`src/rtl/coax_queued_tx.sv`:
```
`default_nettype none
// ============================================================================
//  Module      : coax_queued_tx
//  Description : Word FIFO feeding a serializer. Queued words are sent as one
//                message: tx_last marks the final word, then the block waits
//                for the serializer to go idle and pulses done.
//                Optional auto-start when the fill level reaches
//                AUTO_THRESHOLD is enabled by defining
//                COAX_QUEUED_TX_AUTO_START_EN.
//  Revision    : 1.0 - initial release
// ============================================================================
module coax_queued_tx #(
    parameter int DATA_WIDTH     = 10,
    parameter int DEPTH          = 16,
    parameter int AUTO_THRESHOLD = 8
) (
    input  logic                    clk,
    input  logic                    reset,
    input  logic [DATA_WIDTH-1:0]   data,
    input  logic                    load_strobe,
    input  logic                    start_strobe,
    input  logic                    abort_strobe,
    output logic [DATA_WIDTH-1:0]   tx_data,
    output logic                    tx_last,
    output logic                    tx_valid,
    input  logic                    tx_ready,
    input  logic                    tx_busy,
    output logic                    active,
    output logic                    done,
    output logic                    full,
    output logic                    empty,
    output logic [$clog2(DEPTH):0]  level,
    output logic                    overflow
);

    localparam int c_ADDR_W  = $clog2(DEPTH);
    localparam int c_LEVEL_W = c_ADDR_W + 1;

    // Reject parameter sets the pointer arithmetic cannot support.
    generate
        if ((DEPTH < 2) || ((1 << c_ADDR_W) != DEPTH) ||
            (AUTO_THRESHOLD < 1) || (AUTO_THRESHOLD > DEPTH)) begin : g_bad_params
            $error("coax_queued_tx: DEPTH must be a power of two >= 2 and AUTO_THRESHOLD in 1..DEPTH");
        end
    endgenerate

    typedef enum logic [1:0] {
        ST_IDLE  = 2'd0,
        ST_SEND  = 2'd1,
        ST_FLUSH = 2'd2
    } state_t;

    state_t                 r_state;
    logic [c_ADDR_W-1:0]    r_wr_ptr;
    logic [c_ADDR_W-1:0]    r_rd_ptr;
    logic [c_LEVEL_W-1:0]   r_level;
    logic                   r_overflow;
    logic                   r_done;
    logic [DATA_WIDTH-1:0]  r_mem [DEPTH];

    logic                   w_full;
    logic                   w_empty;
    logic                   w_tx_valid;
    logic                   w_tx_last;
    logic                   w_xfer;
    logic                   w_push;
    logic                   w_pop;
    logic                   w_auto;
    logic                   w_start;

    assign w_full     = (r_level == c_LEVEL_W'(DEPTH));
    assign w_empty    = (r_level == '0);
    assign w_tx_valid = (r_state == ST_SEND) && !w_empty;
    // A word arriving this cycle extends the message, so the head is only
    // final when nothing else is being loaded alongside it.
    assign w_tx_last  = w_tx_valid && (r_level == c_LEVEL_W'(1)) && !load_strobe;
    assign w_xfer     = w_tx_valid && tx_ready;
    assign w_push     = load_strobe && !w_full && !abort_strobe;
    assign w_pop      = w_xfer && !abort_strobe;

`ifdef COAX_QUEUED_TX_AUTO_START_EN
    assign w_auto     = (r_level >= c_LEVEL_W'(AUTO_THRESHOLD));
`else
    assign w_auto     = 1'b0;
`endif

    assign w_start    = (start_strobe && !w_empty) || w_auto;

    // Storage write; contents need no reset because level gates every read.
    always_ff @(posedge clk) begin
        if (w_push) begin
            r_mem[r_wr_ptr] <= data;
        end
    end

    // Pointer and fill-level bookkeeping; abort empties the queue outright.
    always_ff @(posedge clk) begin
        if (reset || abort_strobe) begin
            r_wr_ptr <= '0;
            r_rd_ptr <= '0;
            r_level  <= '0;
        end else begin
            if (w_push) begin
                r_wr_ptr <= r_wr_ptr + c_ADDR_W'(1);
            end
            if (w_pop) begin
                r_rd_ptr <= r_rd_ptr + c_ADDR_W'(1);
            end
            if (w_push && !w_pop) begin
                r_level <= r_level + c_LEVEL_W'(1);
            end else if (w_pop && !w_push) begin
                r_level <= r_level - c_LEVEL_W'(1);
            end
        end
    end

    // Sticky flag for any load refused because the queue was full.
    always_ff @(posedge clk) begin
        if (reset) begin
            r_overflow <= 1'b0;
        end else if (load_strobe && w_full) begin
            r_overflow <= 1'b1;
        end
    end

    // Message sequencing: IDLE -> SEND until the last word leaves -> FLUSH
    // until the serializer drains, with done registered on the way out.
    always_ff @(posedge clk) begin
        if (reset) begin
            r_state <= ST_IDLE;
            r_done  <= 1'b0;
        end else begin
            r_done <= 1'b0;
            if (abort_strobe) begin
                r_state <= ST_IDLE;
            end else begin
                case (r_state)
                    ST_IDLE: begin
                        if (w_start) begin
                            r_state <= ST_SEND;
                        end
                    end
                    ST_SEND: begin
                        if (w_xfer && w_tx_last) begin
                            r_state <= ST_FLUSH;
                        end
                    end
                    ST_FLUSH: begin
                        if (!tx_busy) begin
                            r_state <= ST_IDLE;
                            r_done  <= 1'b1;
                        end
                    end
                    default: r_state <= ST_IDLE;
                endcase
            end
        end
    end

    assign tx_valid = w_tx_valid;
    assign tx_last  = w_tx_last;
    assign tx_data  = w_tx_valid ? r_mem[r_rd_ptr] : '0;
    assign active   = (r_state != ST_IDLE);
    assign done     = r_done;
    assign full     = w_full;
    assign empty    = w_empty;
    assign level    = r_level;
    assign overflow = r_overflow;

endmodule
`default_nettype wire

```
`config.mk`:
```
export PLATFORM = sky130hd
export DESIGN_NAME = coax_queued_tx
export DESIGN_NICKNAME = d
export VERILOG_FILES = /design/src/rtl/coax_queued_tx.sv
export SDC_FILE = /design/constraint.sdc
export NUM_CORES = 1
export LEC_CHECK = 0
export ABC_CLOCK_PERIOD_IN_PS = 2350
export BUFFER_PORTS_ARGS = -buffer_cell sky130_fd_sc_hd__buf_2
export CAP_MARGIN = 5
export CORE_MARGIN = 2
export CORE_UTILIZATION = 55
export CTS_CLUSTER_SIZE = 16
export DETAILED_ROUTE_END_ITERATION = 7
export PLACE_DENSITY = 0.76
export REMOVE_ABC_BUFFERS = 1
export SYNTH_ARGS = -nofsm -noshare
export SYNTH_HDL_FRONTEND = slang
export SYNTH_SLANG_ARGS = --single-unit
```
`constraint.sdc`:
```
create_clock -name clk -period 2.35 [get_ports clk]
set_input_delay 0.235 -clock clk [delete_from_list [all_inputs] [get_ports clk]]
set_output_delay 0.235 -clock clk [all_outputs]
set_load 0.05 [all_outputs]
```
==> results of run 1 <==
[layer usage]
layer	vias to the layer above	wire length, µm
met1	2026	6700
met5	-	0
li1	1713	-
met4	0	190
met2	160	7990
met3	16	973
[state kept, by name (all words and copies together), names as in the netlist, named ones only]
signal	cells
r_mem	160
r_state	2
level	5
r_wr_ptr	4
r_rd_ptr	4
done	1
overflow	1
[cells in the final DEF, fill, tap and decap left out, types with 3 or more instances in the layout]
master,instances
mux4_1,5
edfxtp_1,160
buf_2,27
nand2_1,5
a211oi_2,14
nor3_1,6
dfxtp_1,17
inv_2,3
xor2_1,3
mux2i_1,6
buf_12,7
dfxtp_2,3
mux2i_2,6
bufinv_16,5
clkbuf_16,17
nor2_1,28
nand2b_1,4
buf_6,7
xnor2_1,7
clkinv_2,4
a21oi_1,6
buf_4,36
ha_1,8
nor2b_1,8
mux4_2,35
a211oi_1,6
[worst min-delay path, delay by kind of cell]
family / cells / cell delay (ns)
AO/OA/AOI/OAI: 1 / 0.06
buffers and inverters: 1 / 0.11
AND/OR/NAND/NOR: 1 / 0.07
[logic make-up (layout without fill, tap and decap cells)]
family                     Yosys count  in the layout  share of synthesized area
muxes                               52             52                      0.149
AOI/OAI and AO/OA                   30             30                     0.0279
buffers and inverters               26            118                     0.0217
and+or+nand+nor                     76             77                     0.0585
xor gates and xnor gates            10             10                     0.0120
DFF                                181            181                      0.714
adders and majority gates           10             10                     0.0171
[through the flow]
stage / instances / utilization
2_1_floorplan: 364 / -
3_3_place_gp: 614 / 0.602
3_5_place_dp: 614 / 0.602
4_1_cts: 654 / 0.671
5_1_grt: 654 / 0.672
6_report: 654 / 0.672
[Yosys cell counts, types with 6 or more instances]
| master | number |
|---|---|
| mux2i_1 | 12 |
| nor3_1 | 6 |
| a211oi_1 | 20 |
| ha_1 | 10 |
| edfxtp_1 | 160 |
| clkbuf_1 | 8 |
| a21oi_1 | 7 |
| xnor2_1 | 7 |
| nor2_1 | 28 |
| mux4_1 | 19 |
| dfxtp_1 | 21 |
| buf_2 | 7 |
| mux4_2 | 21 |
| nor2b_1 | 10 |
[worst max path at each step]
stage / to / slack, ns / depth (start not counted)
after floorplan: tx_data[0] / -1.37 / 4
after global placement: tx_data[1] / 0.07 / 6
after detailed placement: level[4]$_SDFFE_PP0P_ / 0.004 / 9
after CTS: tx_data[4] / -0.1 / 6
after global routing: tx_data[2] / -0.12 / 7
final: tx_data[7] / -0.05 / 7
[timing repair]
item	4_1_cts	5_1_grt
endpoints found under the setup margin	13	13
gates cloned	2	0
resized for setup	43	30
endpoints found under the hold margin	2	0
hold buffers	2	0
pin swaps	10	7
setup buffers	4	0
[cell type report]
| type | count | area (µm²) | area share |
|---|---|---|---|
| clock buffer | 17 | 425 | 0.0482 |
| clock inverter | 15 | 210 | 0.0238 |
| tap | 176 | 220 | 0.0249 |
| multi-input combinational | 179 | 2030 | 0.230 |
| inverter | 5 | 18.8 | 0.00213 |
| timing repair buffer | 81 | 687 | 0.0778 |
| sequential | 181 | 5230 | 0.593 |
[where the power goes]
group | switching [mW] | internal, mW | total, mW
clock | 1.16 | 1.87 | 3.04
sequential | 0.0118 | 3.51 | 3.52
combinational | 0.145 | 0.0813 | 0.226
==> results by group, run 1 <==
Status
  – Status: finished, violations left
  – Failing checks: setup timing

Route
  – Number of vias per cell: 5.99
  – Routed WL: 15.9 mm
  – Via count: 3915
  – Wire length per cell: 24.2 µm
  – DRT iter0 DRCs: 415
  – # DRC: 0
  – DRT Pass-1 Iters: 6
  – Post-DRT Antenna Nets: 0

Timing
  – Maximum clock frequency: 0.417 GHz
  – Tcrit/Tclk final: 1.02
  – Actual slew at the worst max-slew pin: 0.452 ns
  – Max-slew violations: 0
  – Hold_ws: 0.0890 ns
  – Final setup skew: 0.00595 ns
  – Post-layout min period: 2.40 ns
  – Setup violators final: 9
  – Final WS setup: -0.0486 ns
  – Setup_tns: -0.201 ns
  – RSZ-0062 raised after global routing: true
  – Final Hold Vio Count: 0
  – Slew margin rel.: 0.694

Worst hold path
  – Hold depth: 3
  – Hold Crit Class: in2reg
  – Hold path startpoint: load_strobe
  – Hold endpoint: overflow$_SDFFE_PP0P_

Run
  – Number of max-cap violations: 0

Setup path
  – FF-to-FF Start: r_state[1]$_SDFFE_PP0P_
  – R2r setup slk: 0.13 ns
  – Cell chain of the critical path: buf_12 > buf_16 > mux4_2 > nor2b_1 > a211oi_2 > a211oi_1 > buf_4
  – Required time of the critical path: 2.12 ns
  – CP max-delay cell: mux4_2
  – Setup CP Type: reg2out
  – Crit path DAT: 2.16 ns
  – Bufs and invs on worst path: 3
  – Crit Path Max Fanout: 6
  – CP peak stage delay: 0.48 ns
  – Cell family with most CP delay: multiplexers
  – R2r endpoint: level[4]$_SDFFE_PP0P_
  – Reg2reg path depth: 7
  – Critical path endpoint category: output pin
  – Critical path launch point type: flip-flop

Clock tree
  – CTS sink count: 181
  – Clock Pin Slew Worst Setup and Hold Paths: 0.06 ns
  – CTS tree: yes
  – Root Driver: clkbuf_16
  – Num CTS Buffers: 17
  – Worst skew pair latency: 0.43 ns
  – Htree depth: 4
  – Clock Path Buffers: 2

Synth
  – Async set or reset register ratio after synthesis: 0
  – Area fraction of the dominant cell type after synthesis: 0.656
  – Post-synthesis sequential area ratio: 0.714
  – Synthesis-stage register bit count: 181
  – Post-Syn Area: 7320 µm²
  – Synth unique cells: 41
  – Most used flip-flop cell after synthesis: edfxtp_1
  – Yosys warns: 0
  – Yosys top cell by area: edfxtp_1
  – EDFF count, synth: 160
  – Mapped Cells: 385
  – Synth top area cells: edfxtp_1 66%, mux4_1 6.8%, mux4_2 6.5%
  – Mean post-synth cell area: 19.0 µm²

Global routing
  – First-pass GRT wire length: 23.6 mm
  – Gr busiest metal: met2
  – Vias in the first global route: 4048
  – Antenna violations before repair: 1
  – Gr usage total: 0.234
  – Grt met3 use: 0.0580
  – Met2 Use GR: 0.378
  – Met1 Use GR: 0.323
  – Largest net degree at the start of global routing: 41
  – Total gr overflow: 0

Pwr
  – VDD IR max: 0.496 mV
  – Pwr Total: 6.79 mW
  – Pwr per Cell Area: 769 nW/µm²
  – Pleak: 2.94 nW

Placement
  – Detail Placement HPWL: 9.06 mm
  – Placed inst area: 7910 µm²
  – Worst slack, placed: 0.00437 ns
  – GPL Wtd Cong: 0.818
  – Port Buffers: 38

Layout
  – Share of cells above drive strength 1: 0.387
  – Final #Nets: 492
  – # diodes: 0
  – Design area: 8830 µm²
  – Area growth, synth to finish: 20.6%
  – Fillers: 874

Floorplan
  – Die ar.: 14200 µm²
  – Initial core utilization: 0.557
  – I/O pin cnt: 39
  – Die Span X: 119 µm
  – Chip height: 119 µm
  – Placement row count: 42
  – Area of the core: 13100 µm²
Note: power is estimated with default switching activity, not from simulation.
==> run 2, diff against run 1 <==
--- a/config.mk
+++ b/config.mk
@@ -8,11 +8,13 @@
 export ABC_CLOCK_PERIOD_IN_PS = 2350
 export BUFFER_PORTS_ARGS = -buffer_cell sky130_fd_sc_hd__buf_2
 export CAP_MARGIN = 5
+export CELL_PAD_IN_SITES_DETAIL_PLACEMENT = 1
+export CELL_PAD_IN_SITES_GLOBAL_PLACEMENT = 2
 export CORE_MARGIN = 2
-export CORE_UTILIZATION = 55
+export CORE_UTILIZATION = 42
 export CTS_CLUSTER_SIZE = 16
 export DETAILED_ROUTE_END_ITERATION = 7
-export PLACE_DENSITY = 0.76
+export PLACE_DENSITY_LB_ADDON = 0.1
 export REMOVE_ABC_BUFFERS = 1
 export SYNTH_ARGS = -nofsm -noshare
 export SYNTH_HDL_FRONTEND = slang
==> results by group, run 2 (same netlist as run 1, synthesis figures left out) <==
Setup path
  – Reg2reg path depth: 7 (unchanged)
  – R2r setup slk: 0.13 ns (about the same)
  – Required time of the critical path: 2.12 ns (about the same)
  – R2r endpoint: level[4]$_SDFFE_PP0P_ (unchanged)
  – FF-to-FF Start: r_state[1]$_SDFFE_PP0P_ (unchanged)
  – CP max-delay cell: mux4_1 (was mux4_2)
  – Most common cell on crit path: buf_12
  – Critical path launch point type: flip-flop (unchanged)
  – Crit path DAT: 2.20 ns (was 2.16 ns)
  – Setup CP Type: reg2out (unchanged)
  – Critical path endpoint category: output pin (unchanged)
  – Crit Path Max Fanout: 6 (unchanged)
  – CP peak stage delay: 0.55 ns (was 0.48 ns)
  – Cell chain of the critical path: buf_12 > buf_12 > mux4_1 > mux2i_1 > a211oi_2 > buf_6 (was buf_12 > buf_16 > mux4_2 > nor2b_1 > a211oi_2 > a211oi_1 > buf_4)

Pwr
  – Pwr per Cell Area: 728 nW/µm² (was 769 nW/µm²)
  – VDD IR max: 0.503 mV (was 0.496 mV)
  – Pleak: 3.07 nW (was 2.94 nW)
  – Pwr Total: 6.60 mW (was 6.79 mW)

Global routing
  – Gr usage total: 0.202 (was 0.234)
  – First-pass GRT wire length: 26.2 mm (was 23.6 mm)
  – Vias in the first global route: 4279 (was 4048)
  – Antenna violations before repair: 0 (was 1)
  – Total gr overflow: 0 (unchanged)
  – Largest net degree at the start of global routing: 41 (unchanged)

Placement
  – Detail Placement HPWL: 10.7 mm (was 9.06 mm)
  – Placed inst area: 8070 µm² (was 7910 µm²)
  – Worst slack, placed: 0.0181 ns (was 0.00437 ns)
  – GPL Wtd Cong: 0.795 (was 0.818)
  – # placed instances: 673 (was 614)
  – Port Buffers: 38 (unchanged)

Worst hold path
  – Hold Crit Class: in2reg (unchanged)
  – Hold endpoint: overflow$_SDFFE_PP0P_ (unchanged)
  – Hold path startpoint: load_strobe (unchanged)
  – Hold depth: 3 (unchanged)

Route
  – # DRC: 0 (unchanged)
  – Number of vias per cell: 5.44 (was 5.99)
  – Routed WL: 17.4 mm (was 15.9 mm)
  – Post-DRT Antenna Nets: 0 (unchanged)
  – DRT iter0 DRCs: 285 (was 415)
  – Wire length per cell: 24.2 µm (about the same)
  – Via count: 3923 (was 3915)
  – DRT Pass-1 Iters: 4 (was 6)

Clock tree
  – CTS sink count: 181 (unchanged)
  – Num CTS Buffers: 17 (unchanged)
  – Clock Pin Slew Worst Setup and Hold Paths: 0.06 ns (about the same)
  – Root Driver: clkbuf_16 (unchanged)
  – Clock Path Buffers: 2 (unchanged)
  – Htree depth: 4 (unchanged)
  – Worst skew pair latency: 0.43 ns (about the same)
  – CTS tree: yes (unchanged)

Layout
  – Most frequent cells in the layout: 160 x edfxtp_1, 55 x buf_4, 28 x nor2_1 (was 160 x edfxtp_1, 36 x buf_4, 35 x mux4_2)
  – # diodes: 0 (unchanged)
  – Area growth, synth to finish: 23.9% (was 20.6%)
  – Design area: 9070 µm² (was 8830 µm²)
  – Top reg by flops: r_mem (unchanged)
  – Fillers: 1602 (was 874)
  – Share of cells above drive strength 1: 0.409 (was 0.387)
  – Non-filler cells, final: 721 (was 654)
  – Final #Nets: 510 (was 492)
  – Max reg flops: 160 (unchanged)
  – Most common cell after layout, fill and taps aside: edfxtp_1 (unchanged)

Floorplan
  – Die Span X: 136 µm (was 119 µm)
  – Placement row count: 48 (was 42)
  – Area of the core: 17200 µm² (was 13100 µm²)
  – Initial core utilization: 0.426 (was 0.557)
  – Chip height: 136 µm (was 119 µm)
  – I/O pin cnt: 39 (unchanged)
  – Die ar.: 18500 µm² (was 14200 µm²)

Timing
  – Actual slew at the worst max-slew pin: 0.480 ns (was 0.452 ns)
  – Post-layout min period: 2.44 ns (was 2.40 ns)
  – Slew margin rel.: 0.677 (was 0.694)
  – Final setup skew: 0.00806 ns (was 0.00595 ns)
  – Maximum clock frequency: 0.410 GHz (was 0.417 GHz)
  – Final Hold Vio Count: 0 (unchanged)
  – Final WS setup: -0.0868 ns (was -0.0486 ns)
  – Max-slew violations: 0 (unchanged)
  – Tcrit/Tclk final: 1.04 (was 1.02)
  – Setup violators final: 10 (was 9)
  – RSZ-0062 raised after global routing: true (unchanged)

Status
  – Status: finished, violations left (unchanged)
  – Failing checks: setup timing (unchanged)

Run
  – Number of max-cap violations: 0 (unchanged)
## run 2: through the flow
step / util / setup TNS [ns] / hold slack (ns)
4_1_cts: 0.526 / -1.35 / 0.0876
2_1_floorplan: - / -63.35 / 0.307
3_3_place_gp: 0.470 / 0 / 0.404
3_5_place_dp: 0.470 / 0 / 0.414
5_1_grt: 0.528 / -1.39 / 0.126
6_report: 0.528 / -0.524 / 0.102
## run 2: layout make-up
class / instances / area (µm²) / share of cell area
Clock inverter: 15 / 161 / 0.0178
Inverter: 5 / 18.8 / 0.00207
Clock buffer: 17 / 425 / 0.0469
Sequential cell: 181 / 5240 / 0.577
Multi-Input combinational cell: 179 / 2130 / 0.235
Timing Repair Buffer: 99 / 821 / 0.0905
Tap cell: 225 / 282 / 0.0310
## run 2: worst max path at each step
| stage | startpoint | end | slack, ns | cells past startpoint |
|---|---|---|---|---|
| 6_report | flip-flop | tx_data[6] | -0.09 | 6 |
| 5_1_grt | flip-flop | tx_data[6] | -0.16 | 6 |
| 4_1_cts | flip-flop | tx_data[6] | -0.16 | 7 |
| 3_5_place_dp | level[0]$_SDFFE_PP0P_ | level[4]$_SDFFE_PP0P_ | 0.02 | 9 |
| 3_3_place_gp | level[0]$_SDFFE_PP0P_ | level[4]$_SDFFE_PP0P_ | 0.07 | 9 |
| 2_1_floorplan | flip-flop | tx_data[0] | -1.37 | 4 |
## run 2: layer usage
| metal | GRT usage | vias up | wire length [µm] |
|---|---|---|---|
| li1 | - | 1761 | - |
| met1 | 0.276 | 2054 | 7810 |
| met2 | 0.330 | 98 | 8710 |
| met3 | 0.0377 | 10 | 779 |
| met4 | 0.0637 | 0 | 136 |
| met5 | 0 | - | 0 |
## run 2: report_power, final
group / total (mW) / internal, mW / switching (mW)
clock network: 2.84 / 1.66 / 1.18
registers: 3.52 / 3.51 / 0.0116
logic: 0.237 / 0.0886 / 0.149
## run 2: critical path, delay by kind of cell (launching register included)
family / cells / cell delay (ns)
flops: 1 / 0.43
buf+inv: 3 / 0.45
mux: 2 / 0.78
compound gates: 1 / 0.12
## run 2: what timing repair did
item                                    4_1_cts  5_1_grt
pin swaps                                     8        7
gates cloned                                  4        1
endpoints found under the setup margin       13       13
hold endpoints to repair                      2        0
gates resized for setup                      53       20
buffers inserted                              6        6
hold buffers                                  2        0
==> run 3, diff against run 2 <==
--- a/config.mk
+++ b/config.mk
@@ -11,7 +11,8 @@
 export CELL_PAD_IN_SITES_DETAIL_PLACEMENT = 1
 export CELL_PAD_IN_SITES_GLOBAL_PLACEMENT = 2
 export CORE_MARGIN = 2
-export CORE_UTILIZATION = 42
+export CORE_UTILIZATION = 44
+export CTS_BUF_LIST = sky130_fd_sc_hd__clkbuf_8
 export CTS_CLUSTER_SIZE = 16
 export DETAILED_ROUTE_END_ITERATION = 7
 export PLACE_DENSITY_LB_ADDON = 0.1
==> results by group, run 3 (same netlist as run 1, synthesis figures left out) <==
Status
  – Status: finished, violations left (unchanged)
  – Failing checks: setup timing (unchanged)

Route
  – DRT iter0 DRCs: 207 (was 285)
  – Number of vias per cell: 5.48 (was 5.44)
  – DRT Pass-1 Iters: 4 (unchanged)
  – Wire length per cell: 23.5 µm (was 24.2 µm)
  – Routed WL: 16.5 mm (was 17.4 mm)
  – Via count: 3853 (was 3923)
  – Post-DRT Antenna Nets: 0 (unchanged)
  – # DRC: 0 (unchanged)

Timing
  – Post-layout min period: 2.48 ns (was 2.44 ns)
  – Tcrit/Tclk final: 1.06 (was 1.04)
  – Final setup skew: 0.0143 ns (was 0.00806 ns)
  – Actual slew at the worst max-slew pin: 0.632 ns (was 0.480 ns)
  – Maximum clock frequency: 0.403 GHz (was 0.410 GHz)
  – Setup_tns: -1.05 ns (was -0.524 ns)
  – Max-slew violations: 0 (unchanged)
  – Hold_ws: 0.0938 ns (was 0.102 ns)
  – Slew margin rel.: 0.578 (was 0.677)
  – Final Hold Vio Count: 0 (unchanged)
  – Final WS setup: -0.130 ns (was -0.0868 ns)
  – Setup violators final: 10 (unchanged)
  – RSZ-0062 raised after global routing: true (unchanged)

Floorplan
  – Chip height: 133 µm (was 136 µm)
  – Initial core utilization: 0.446 (was 0.426)
  – Die Span X: 133 µm (was 136 µm)
  – Placement row count: 47 (was 48)
  – Die ar.: 17700 µm² (was 18500 µm²)
  – Area of the core: 16400 µm² (was 17200 µm²)
  – I/O pin cnt: 39 (unchanged)

Setup path
  – Crit Path Max Fanout: 7 (was 6)
  – Crit path DAT: 2.25 ns (was 2.20 ns)
  – Critical path launch point type: flip-flop (unchanged)
  – Critical path endpoint category: output pin (unchanged)
  – R2r setup slk: 0.05 ns (was 0.13 ns)
  – Reg2reg path depth: 10 (was 7)
  – Setup CP Type: reg2out (unchanged)
  – Required time of the critical path: 2.12 ns (about the same)

Clock tree
  – Num CTS Buffers: 17 (unchanged)
  – Clock Pin Slew Worst Setup and Hold Paths: 0.09 ns (was 0.06 ns)
  – Clock Path Buffers: 2 (unchanged)
  – CTS tree: yes (unchanged)
  – CTS sink count: 181 (unchanged)
  – Htree depth: 4 (unchanged)
  – Root Driver: clkbuf_8 (was clkbuf_16)
  – Worst skew pair latency: 0.45 ns (was 0.43 ns)

Global routing
  – Total gr overflow: 0 (unchanged)
  – Vias in the first global route: 4248 (was 4279)
  – Gr usage total: 0.202 (about the same)
  – Antenna violations before repair: 0 (unchanged)
  – Largest net degree at the start of global routing: 41 (unchanged)
  – First-pass GRT wire length: 25.7 mm (was 26.2 mm)

Layout
  – Fin util: 0.539 (was 0.528)
  – Final #Nets: 497 (was 510)
  – Max reg flops: 160 (unchanged)
  – Non-filler cells, final: 703 (was 721)
  – Top reg by flops: r_mem (unchanged)
  – Area growth, synth to finish: 20.8% (was 23.9%)
  – Most frequent cells in the layout: 160 x edfxtp_1, 29 x buf_4, 28 x nor2_1, 28 x mux4_2, 27 x buf_2 (was 160 x edfxtp_1, 55 x buf_4, 28 x nor2_1)
  – # diodes: 0 (unchanged)
  – Share of cells above drive strength 1: 0.404 (was 0.409)
  – Most common cell after layout, fill and taps aside: edfxtp_1 (unchanged)

Pwr
  – Pleak: 2.92 nW (was 3.07 nW)
  – Pwr per Cell Area: 641 nW/µm² (was 728 nW/µm²)
  – VDD IR max: 0.343 mV (was 0.503 mV)

Worst hold path
  – Hold Crit Class: in2reg (unchanged)
  – Hold depth: 3 (unchanged)

Placement
  – Worst slack, placed: 0.0152 ns (was 0.0181 ns)
  – GPL Wtd Cong: 0.763 (was 0.795)
  – Detail Placement HPWL: 9.85 mm (was 10.7 mm)
  – # placed instances: 657 (was 673)
  – Port Buffers: 38 (unchanged)

Run
  – Number of max-cap violations: 0 (unchanged)
## run 3: what timing repair did
item / in CTS / in global routing
hold endpoints to repair: 2 / 0
pin swaps: 12 / 16
buffers inserted: 8 / 6
gates resized for setup: 64 / 27
endpoints found under the setup margin: 13 / 13
gates cloned: 4 / 0
hold buffers: 2 / 0
## run 3: final cells by class
class                   count  area [µm²]
fillers                  1500        7570
flip-flops and latches    181        5230
multi-input cells         178        2130
repair buffers             87         837
well taps                 220         275
clock buffers              17         234
clock inverters            15         114
inverters                   5        18.8
## run 3: critical path, cell delays in order (launching register included)
cell,delay [ns]
dfxtp_4,0.41
buf_12,0.16
buf_6,0.11
mux4_2,0.47
nor2b_2,0.17
a211oi_2,0.24
a211oi_2,0.08
buf_6,0.17
## run 3: routing by layer
layer	vias up	global-route usage	share of wire
met3	13	0.0410	0.027
li1	1718	-	-
met4	0	0.0556	0.0075
met1	2042	0.264	0.44
met2	80	0.347	0.53
met5	-	0	0
## run 3: through the flow
stage	area, µm²	power (mW)
2_1_floorplan	7180	3.70
3_3_place_gp	8030	3.79
6_report	8840	5.67
3_5_place_dp	8030	3.80
5_1_grt	8840	5.87
4_1_cts	8810	5.72
## run 3: final timing paths
path | start | end
max | flip-flop | tx_data[1]
min | load_strobe | overflow$_SDFFE_PP0P_
max reg2reg | level[1]$_SDFFE_PP0P_ | level[4]$_SDFFE_PP0P_
min reg2reg | overflow$_SDFFE_PP0P_ | overflow$_SDFFE_PP0P_
## run 3: report_power, final
part	total, mW	switching [mW]	internal [mW]	leakage [nW]
logic	0.240	0.148	0.0921	1.12
registers	3.52	0.0102	3.51	1.61
clock network	1.91	1.09	0.824	0.184
